## src/rtl/cpu_pkg.sv

```systemverilog
// Shared CPU definitions: branch condition codes and NZCV flag bit positions.
// Pure types and constants, no logic.
package cpu_pkg;

  typedef enum logic [3:0] {
    COND_EQ = 4'h0,
    COND_NE = 4'h1,
    COND_HS = 4'h2,
    COND_LO = 4'h3,
    COND_MI = 4'h4,
    COND_PL = 4'h5,
    COND_VS = 4'h6,
    COND_VC = 4'h7,
    COND_HI = 4'h8,
    COND_LS = 4'h9,
    COND_GE = 4'hA,
    COND_LT = 4'hB,
    COND_GT = 4'hC,
    COND_LE = 4'hD,
    COND_AL = 4'hE,
    COND_NV = 4'hF
  } cond_e;

  localparam int FLAG_N = 3;
  localparam int FLAG_Z = 2;
  localparam int FLAG_C = 1;
  localparam int FLAG_V = 0;

endpackage

```

## src/rtl/cond_eval.sv

```systemverilog
// Branch condition evaluator: {cond, NZCV} -> cond_true, purely combinational.
// No state and no handshake; usable unchanged by pipelined PC stages.
module cond_eval
  import cpu_pkg::*;
(
  input  logic [3:0] cond,
  input  logic [3:0] flags,
  output logic       cond_true
);

  logic n, z, c, v;

  assign n = flags[FLAG_N];
  assign z = flags[FLAG_Z];
  assign c = flags[FLAG_C];
  assign v = flags[FLAG_V];

  always_comb begin
    cond_true = 1'b1;
    case (cond_e'(cond))
      COND_EQ: cond_true = z;
      COND_NE: cond_true = !z;
      COND_HS: cond_true = c;
      COND_LO: cond_true = !c;
      COND_MI: cond_true = n;
      COND_PL: cond_true = !n;
      COND_VS: cond_true = v;
      COND_VC: cond_true = !v;
      COND_HI: cond_true = c && !z;
      COND_LS: cond_true = !(c && !z);
      COND_GE: cond_true = (n == v);
      COND_LT: cond_true = (n != v);
      COND_GT: cond_true = !z && (n == v);
      COND_LE: cond_true = !(!z && (n == v));
      default: cond_true = 1'b1;
    endcase
  end

endmodule

```

## src/rtl/next_pc_unit.sv

```systemverilog
// PC stage: holds PC, NZCV and sticky misalign; next PC commits each edge, zero latency.
// stall holds all state (set_flags ignored) while taken/pc_plus4 stay live.
module next_pc_unit
  import cpu_pkg::*;
#(
  parameter int                ADDR_W   = 64,
  parameter logic [ADDR_W-1:0] RESET_PC = '0
) (
  input  logic              clk,
  input  logic              reset,
  input  logic              stall,
  input  logic              br_reg,
  input  logic              uncond_br,
  input  logic              cond_br,
  input  logic              cbz,
  input  logic [3:0]        cond,
  input  logic [ADDR_W-1:0] br_offset,
  input  logic [ADDR_W-1:0] reg_target,
  input  logic              zero_in,
  input  logic              set_flags,
  input  logic [3:0]        alu_flags,
  output logic [ADDR_W-1:0] pc,
  output logic [ADDR_W-1:0] pc_plus4,
  output logic [3:0]        flags,
  output logic              taken,
  output logic              misalign
);

  logic [ADDR_W-1:0] pc_d, pc_q;
  logic [ADDR_W-1:0] rel_target, next_pc;
  logic [3:0]        flags_d, flags_q;
  logic              misalign_d, misalign_q;
  logic              cond_true;

  // B.cond looks at the stored flags, never at this cycle's ALU flags.
  cond_eval u_cond_eval (
    .cond      (cond),
    .flags     (flags_q),
    .cond_true (cond_true)
  );

  assign pc_plus4   = pc_q + ADDR_W'(4);
  assign rel_target = pc_q + (br_offset << 2);

  always_comb begin
    taken   = 1'b1;
    next_pc = pc_plus4;
    if (br_reg) begin
      next_pc = {reg_target[ADDR_W-1:2], 2'b00};
    end else if (uncond_br) begin
      next_pc = rel_target;
    end else if (cond_br && cond_true) begin
      next_pc = rel_target;
    end else if (cbz && zero_in) begin
      next_pc = rel_target;
    end else begin
      taken = 1'b0;
    end
  end

  always_comb begin
    pc_d       = pc_q;
    flags_d    = flags_q;
    misalign_d = misalign_q;
    if (!stall) begin
      pc_d       = next_pc;
      misalign_d = misalign_q || (br_reg && (reg_target[1:0] != 2'b00));
      if (set_flags) begin
        flags_d = alu_flags;
      end
    end
  end

  always_ff @(posedge clk or negedge reset) begin
    if (!reset) begin
      pc_q       <= RESET_PC;
      flags_q    <= 4'b0000;
      misalign_q <= 1'b0;
    end else begin
      pc_q       <= pc_d;
      flags_q    <= flags_d;
      misalign_q <= misalign_d;
    end
  end

  assign pc       = pc_q;
  assign flags    = flags_q;
  assign misalign = misalign_q;

endmodule

```

## config.mk

```make
export PLATFORM = sky130hd
export DESIGN_NAME = next_pc_unit
export DESIGN_NICKNAME = d
export VERILOG_FILES = /design/src/rtl/cpu_pkg.sv /design/src/rtl/cond_eval.sv /design/src/rtl/next_pc_unit.sv
export SDC_FILE = /design/constraint.sdc
export NUM_CORES = 1
export LEC_CHECK = 0
export CORE_AREA = 4 4 139 154
export DETAILED_ROUTE_END_ITERATION = 10
export DIE_AREA = 0 0 143 158
export DONT_BUFFER_PORTS = 1
export PLACE_DENSITY_LB_ADDON = 0.1
export SLEW_MARGIN = 20
export SYNTH_ARGS = -nofsm -noshare
export SYNTH_HDL_FRONTEND = slang
export SYNTH_HIERARCHICAL = 1
export SYNTH_SLANG_ARGS = --single-unit
```

## constraint.sdc

```tcl
create_clock -name clk -period 6.7 [get_ports clk]
set_clock_uncertainty 0.05 [all_clocks]
set_input_delay 1.005 -clock clk [delete_from_list [all_inputs] [get_ports clk]]
set_output_delay 1.005 -clock clk [all_outputs]
set_load 0.05 [all_outputs]
```

Word-level counts from Yosys, hierarchy flattened
Cells that the tools add are included.
Word-level totals
  register bits: 69
  output and inout port bits: 134
Cells by class
  add/subtract/negate cells: 2
  equality and inequality tests: 15
  muxes and demuxes: 9
  bitwise operators: 1
  reduce and logical (&&, ||, !) cells: 15
Operators with widths (count)
  $mux 64: 4
  $add 64x3->64 const B: 1
  $add 64x64->64: 1
  $eq 4x4->1 const B: 6
  $eq 4x3->1 const B: 4
  $pmux 1 s14: 1
  $eq 4x2->1 const B: 2
  $logic_not 1->1: 6
  $logic_and 1x1->1: 5
  $eq 4x1->1 const B: 1
  $logic_not 4->1: 1
  $mux 1: 4
  $reduce_and 2->1: 1
  $reduce_bool 2->1: 1
  $eq 1x1->1: 1
  $logic_or 1x1->1: 1
  $ne 1x1->1: 1
  $not 1->1: 1

Longest topological paths before layout
Gate-level depths: netlist (run 1).
  depth in word-level cells: 8
  mapped depth: 15
  gate-level depth less buffers: 13

Cells and area by module
The synthesis (run 1) kept the hierarchy.
By module, submodules not included
  next_pc_unit: instances 1, cells each 1194, area each 8648.3 um^2, sequential area each 1676.6 um^2
  cond_eval: instances 1, cells each 24, area each 177.7 um^2, sequential area each 0.0 um^2

Worst setup path after synthesis (run 1)
OpenSTA, ideal clock, no wires.
  kind: register to output
  start: register pc_q[18], in the netlist pc[18]
  end: output port pc_plus4[50]
  data arrival time: 3.213 ns
  required time: 5.645 ns
  setup slack: 2.432 ns
  cell stages (with the launch flop): 10
  path through: dfrtp_1 > buf_2 > nand4_1 > or3_4 > nor3_4 > and3_1 > buf_2 > and4_1 > nand3_1 > xnor2_1
Between the ends
  cells in the longest elaborated chain, start to end: 1
RTL lines
  from (decl): line next_pc_unit.sv:29  | logic [ADDR_W-1:0] pc_d, pc_q;
  from (signal assigned): line next_pc_unit.sv:80  | pc_q <= pc_d;
  $add 64x3->64: line next_pc_unit.sv:42  | assign pc_plus4 = pc_q + ADDR_W'(4);
  to (decl): line next_pc_unit.sv:23  | output logic [ADDR_W-1:0] pc_plus4,
No other way between the ends.

Worst setup path after layout (run 1)
  start: register pc_q[18], in the netlist pc[18]
  end: output port pc_plus4[62]
The elaborated chain is that of the path after synthesis.

==> results.yml, run 1 <==
finish:
  final_common_cell: "nand2_1"
  multi_input_area_um2: 6820
  final_cell_mix: "nand2_1 (160), a21oi_1 (117), o21ai_0 (96), nor2_1 (93), dfrtp_1 (67)"
  sequential_cell_area_um2: 1680
  n_fill_cell: 2045
  syn2layout_area_growth_pct: 8.25
  nNetsFinal: 1407
  drive_gt1_share_pct: 7.72
  diodes: 0
floorplanning:
  fp.dieW_um: 143
  start_util_pct: 44.6
  row_count: 54
  die_h_um: 158
  core_um2: 19800
  dieArea_um2: 22600
  io_pins: 279
setup_path:
  critPathKind: "reg -> out"
  start_kind: "flop"
  cp_top_family: "simple AND/OR/NAND/NOR gates"
  cpPeakStageDelay_ns: 0.83
  slowest_stage: "xor2_1"
  cp_max_fo: 10
  worst-endpoint-arrival_ns: 4.08
  cp_cell_sequence: "nand4_1, or3_4, nor3_4, nand3_1, nor4_1, xor2_1"
  critical_path.startpoint: "pc[18]$_DFFE_PN0N_"
  critPathBufInv: 0
  timing.rr.start: "pc[18]$_DFFE_PN0N_"
  required_ns: 5.64
  cp-end-kind: "output pin"
power_and_ir_drop:
  finalPower_mw: 3.44
  p_per_area_nw_per_um2: 360
  vdd_drop_max_v: 0.000163
  p_leak_nw: 3.94
detailed_routing:
  vias_per_cell: 6.44
  remaining_drc_errors: 0
  drt_iter0_markers: 687
  first_pass_iters: 5
  vias: 9376
  wl_um: 35500
  antenna_left: 0
  wire_per_inst_um: 24.4
clock_network:
  htree_levels: 3
  clk_latency_ns: 0.35
  clk_pin_slew_ns: 0.06
  postCtsSetupRepairBufs: 0
  hold_buffers: 0
  cts_made_buffers: 9
  cts_tree: "yes"
  cts.sinks: 67
  clock_tree.buffer_depth: 2
  cts-resized-gates: 0
  cts-root-buf: "clkbuf_16"
timing:
  slew_headroom_pct: 21.9
  drv_slew: 0
  finalSetupViolations: 0
  min_period_ns: 5.14
  tns_ns: 0
  fmax_ghz: 0.195
  hold_viol: 0
  worstMarginPinSlew_ns: 1.16
  rsz0062_at_grt: "false"
  finalCritPeriodShare_pct: 76.7
global_route:
  grt_max_degree: 108
  track_usage_pct: 30.4
  grt_pass1_vias: 9084
  grt_antenna_before_repair: 1
  grt_pass1_wl_um: 53600
  grt-ovfl-total: 0
placement:
  port_buffers: 0
  gp_congestion: 0.950
  dpl.hpwl_um: 26600
synthesis:
  syn_area_um2: 8830
  ys_seq_area_share_pct: 19.0
  syn_inst: 1218
  synth-main-ff-cell: "dfrtp_1"
  synth.avg_cell_area_um2: 7.25
  ys_ff_latch: 67
  synth_edf_count: 0
  ys_types: 80
  postSynth.asyncResetShare_pct: 100
  yosysWarnings: 6
run:
  maxCapViolations: 0
worst_hold_path:
  hold_path_class: "in -> async"
run_status:
  status: "complete, no violations"
## worst reg2reg max path, stage by stage (launching register included)
cell	delay [ns]
dfrtp_1	0.82
nand4_1	0.26
or3_4	0.42
nor3_4	0.54
and3_1	0.51
and3_1	0.26
xor2_1	0.85
nand2_1	0.15
o31a_1	0.16
a21oi_1	0.14
## power by group
group / internal [mW] / leakage, nW / switching, mW
clock: 0.347 / 0.159 / 0.217
sequential: 0.482 / 0.796 / 0.531
combinational: 0.628 / 2.98 / 1.24
total: 1.46 / 3.94 / 1.98
## final cells by class
class	count	area share, %
clock buffers	12	2.68
well taps	252	3.30
flip-flops and latches	67	17.5
clock inverters	4	0.760
multi-input cells	1046	71.3
inverters	39	1.53
repair buffers	36	2.83
## sequential cells by signal, summed over array words and instances (netlist names)
register	cells
misalign	1
pc	62
flags	4
## cell usage after synthesis, types with 5 or more instances
cell type / number / area, µm²
clkbuf_1: 56 / 210
nor3_1: 27 / 135
inv_1: 37 / 139
a31oi_1: 18 / 113
o21a_1: 14 / 105
or2_2: 5 / 31.3
nand2_1: 160 / 601
o21bai_1: 18 / 135
o31ai_1: 15 / 113
and4_1: 6 / 52.6
buf_1: 5 / 18.8
xnor2_1: 68 / 596
nor4_1: 9 / 56.3
nor2_1: 94 / 353
nand3_1: 29 / 145
a21oi_1: 117 / 586
a221oi_1: 11 / 96.3
o21ai_0: 96 / 480
a22oi_1: 7 / 52.6
a32oi_1: 5 / 43.8
o22ai_1: 9 / 56.3
dfrtp_1: 67 / 1680
mux2_2: 5 / 56.3
o211ai_1: 18 / 135
a211oi_1: 18 / 135
and3_1: 23 / 144
a21o_1: 27 / 203
ha_1: 62 / 776
nand4_1: 39 / 244
nand2b_1: 6 / 37.5
o221ai_1: 7 / 61.3
o311ai_0: 5 / 43.8
xor2_1: 44 / 385
or3_1: 5 / 31.3
## metrics by stage
step / util, % / setup WS, ns / std cells / hold WS [ns] / cell area [µm²]
after global placement: 46.3 / 1.93 / 1440 / 0.661 / 9160
after floorplan: - / 2.43 / 1221 / 0.659 / 8840
after CTS: 48.0 / 1.57 / 1456 / 0.282 / 9500
final: 48.3 / 1.56 / 1456 / 0.295 / 9550
after global routing: 48.3 / 1.42 / 1456 / 0.282 / 9550
after detailed placement: 46.3 / 1.96 / 1440 / 0.661 / 9170
## final timing paths
check                      slack [ns]  depth (start not counted)                   end
setup / recovery                 1.56                          6          pc_plus4[62]
hold / removal                   0.29                          0    pc[29]$_DFFE_PN0N_
setup reg to reg                 2.48                          9    pc[42]$_DFFE_PN0N_
hold reg to reg                  0.74                          2  misalign$_DFFE_PN0N_
max in group asynchronous        6.17                          0    pc[46]$_DFFE_PN0N_
min in group clk                 0.73                          1    pc[40]$_DFFE_PN0N_
## layer usage
metal	global-route usage, %	vias to the layer above	wire, µm
met5	0	-	10
met4	8.74	2	762
met3	6.16	39	2900
met2	51.5	403	17100
met1	39.3	4451	14700
li1	-	4481	-
## cells by family (layout without fill, tap and decap cells)
kind of cell	count (synthesis)	count (layout)	synth area share [%]
AO/OA/AOI/OAI	428	428	31.2
buffers and inverters	108	91	4.89
AND/OR/NAND/NOR	429	429	23.3
XOR/XNOR	113	113	11.4
adder cells (fa/ha/maj)	63	63	9.02
multiplexers	9	9	1.09
flip-flops	67	67	19.0
other	1	4	0.0425
(Power assumes the default switching activity.)
==> inputs of run 2 (changes only) <==
clock period = 5.1 ns   (was 6.7 ns; I/O delays follow)
==> results.yml, run 2 (synthesis results as in run 1) <==
setup_path:
  slowest_stage: "dfrtp_1"
  critPathKind: "reg -> out"
  reg2regPathDepth: 10
  cp_top_family: "simple AND/OR/NAND/NOR gates"
  start_kind: "flop"
  cp_max_fo: 9
  crit_path_end: "pc_plus4[50]"
  timing.rr.start: "pc[10]$_DFFE_PN0N_"
  worst-r2r-setup-slack_ns: 0.85
  critical_path.startpoint: "pc[23]$_DFFE_PN0N_"
  required_ns: 4.28
  critPathBufInv: 2
  cpPeakStageDelay_ns: 0.77
  cp_cell_sequence: "nand4_1, nor4_2, buf_4, and3_1, and4_1, nand3_1, xnor2_1, buf_4"
  timing.rr.end: "pc[50]$_DFFE_PN0N_"
  worst-endpoint-arrival_ns: 3.54
  cp_common_cell: "buf_4"
  path_depth: 8
  cp-end-kind: "output pin"
power_and_ir_drop:
  vdd_drop_max_v: 0.000223
  p_per_area_nw_per_um2: 466
  p_leak_nw: 4.11
worst_hold_path:
  hold_path_class: "in -> async"
finish:
  n_fill_cell: 2043
  largest_register_ffs: 62
  post-route-util_pct: 49.7
  nNetsFinal: 1453
  final_common_cell: "nand2_1"
  syn2layout_area_growth_pct: 11.4
  drive_gt1_share_pct: 10.8
  final_cell_mix: "nand2_1 (160), a21oi_1 (117), o21ai_0 (96), nor2_1 (93), buf_4 (82)"
  diodes: 0
global_route:
  grt_pass1_vias: 9430
  grt_pass1_wl_um: 54200
  grt-ovfl-total: 0
  grt_antenna_before_repair: 0
  track_usage_pct: 30.8
  grt_max_degree: 108
detailed_routing:
  vias_per_cell: 6.41
  first_pass_iters: 5
  wl_um: 35800
  remaining_drc_errors: 0
  drt_iter0_markers: 685
  wire_per_inst_um: 23.8
  antenna_left: 0
  vias: 9624
timing:
  min_period_ns: 4.36
  setup_ws_ns: 0.741
  rsz0062_at_grt: "false"
  slew_headroom_pct: 23.0
  worstMarginPinSlew_ns: 1.15
  finalSetupViolations: 0
  tns_ns: 0
  fmax_ghz: 0.229
  finalCritPeriodShare_pct: 85.5
  drv_slew: 0
  hold_viol: 0
clock_network:
  clk_latency_ns: 0.35
  htree_levels: 3
  cts_made_buffers: 9
  clk_pin_slew_ns: 0.07
  cts-root-buf: "clkbuf_16"
  clock_tree.buffer_depth: 2
  postCtsSetupRepairBufs: 0
  cts_tree: "yes"
  hold_buffers: 0
  cts-resized-gates: 0
  cts.sinks: 67
floorplanning:
  io_pins: 279
  die_h_um: 158
  dieArea_um2: 22600
  start_util_pct: 44.6
  row_count: 54
  fp.dieW_um: 143
  core_um2: 19800
placement:
  pre_cts_ws_ns: 0.942
  dpl.hpwl_um: 27100
  port_buffers: 0
  gp_congestion: 0.953
run:
  maxCapViolations: 0
run_status:
  status: "complete, no violations"
[run 2: routing by layer]
layer	vias up	track usage [%]	wire length (µm)
met1	4572	39.7	14700
met2	425	51.7	17000
li1	4575	-	-
met3	52	6.50	3050
met5	-	0	0
met4	0	9.73	969
[run 2: worst min-delay path by stage]
stage                           end   from  depth (start not counted)  slack (ns)
6_report         pc[23]$_DFFE_PN0N_  reset                          0        0.06
5_1_grt          pc[29]$_DFFE_PN0N_  reset                          0        0.04
4_1_cts          pc[25]$_DFFE_PN0N_  reset                          0        0.05
3_5_place_dp     pc[25]$_DFFE_PN0N_  reset                          0        0.42
3_3_place_gp     pc[23]$_DFFE_PN0N_  reset                          0        0.42
2_1_floorplan  flags[0]$_DFFE_PN0P_  reset                          0        0.42
[run 2: final cells by class]
class / instances / area (µm²) / share of cell area [%]
Clock buffer: 10 / 239 / 2.43
Clock inverter: 6 / 63.8 / 0.649
Inverter: 39 / 146 / 1.49
Multi-Input combinational cell: 1046 / 6780 / 68.9
Sequential cell: 67 / 1680 / 17.0
Tap cell: 252 / 315 / 3.21
Timing Repair Buffer: 82 / 616 / 6.26
[run 2: where the power goes]
part | leakage, nW | switching, mW | total, mW | internal, mW
clock | 0.145 | 0.292 | 0.685 | 0.393
combinational | 3.17 | 1.82 | 2.74 | 0.920
sequential | 0.796 | 0.522 | 1.16 | 0.637
total | 4.11 | 2.63 | 4.58 | 1.95
[run 2: per-stage QoR]
step / area, µm² / total power, mW / hold WS [ns] / std cells
after floorplan: 8840 / 3.16 / 0.419 / 1221
after global placement: 9500 / 3.85 / 0.421 / 1486
after detailed placement: 9500 / 3.85 / 0.421 / 1486
after CTS: 9810 / 4.55 / 0.0489 / 1502
after global routing: 9840 / 4.86 / 0.0441 / 1502
final: 9840 / 4.58 / 0.0558 / 1502
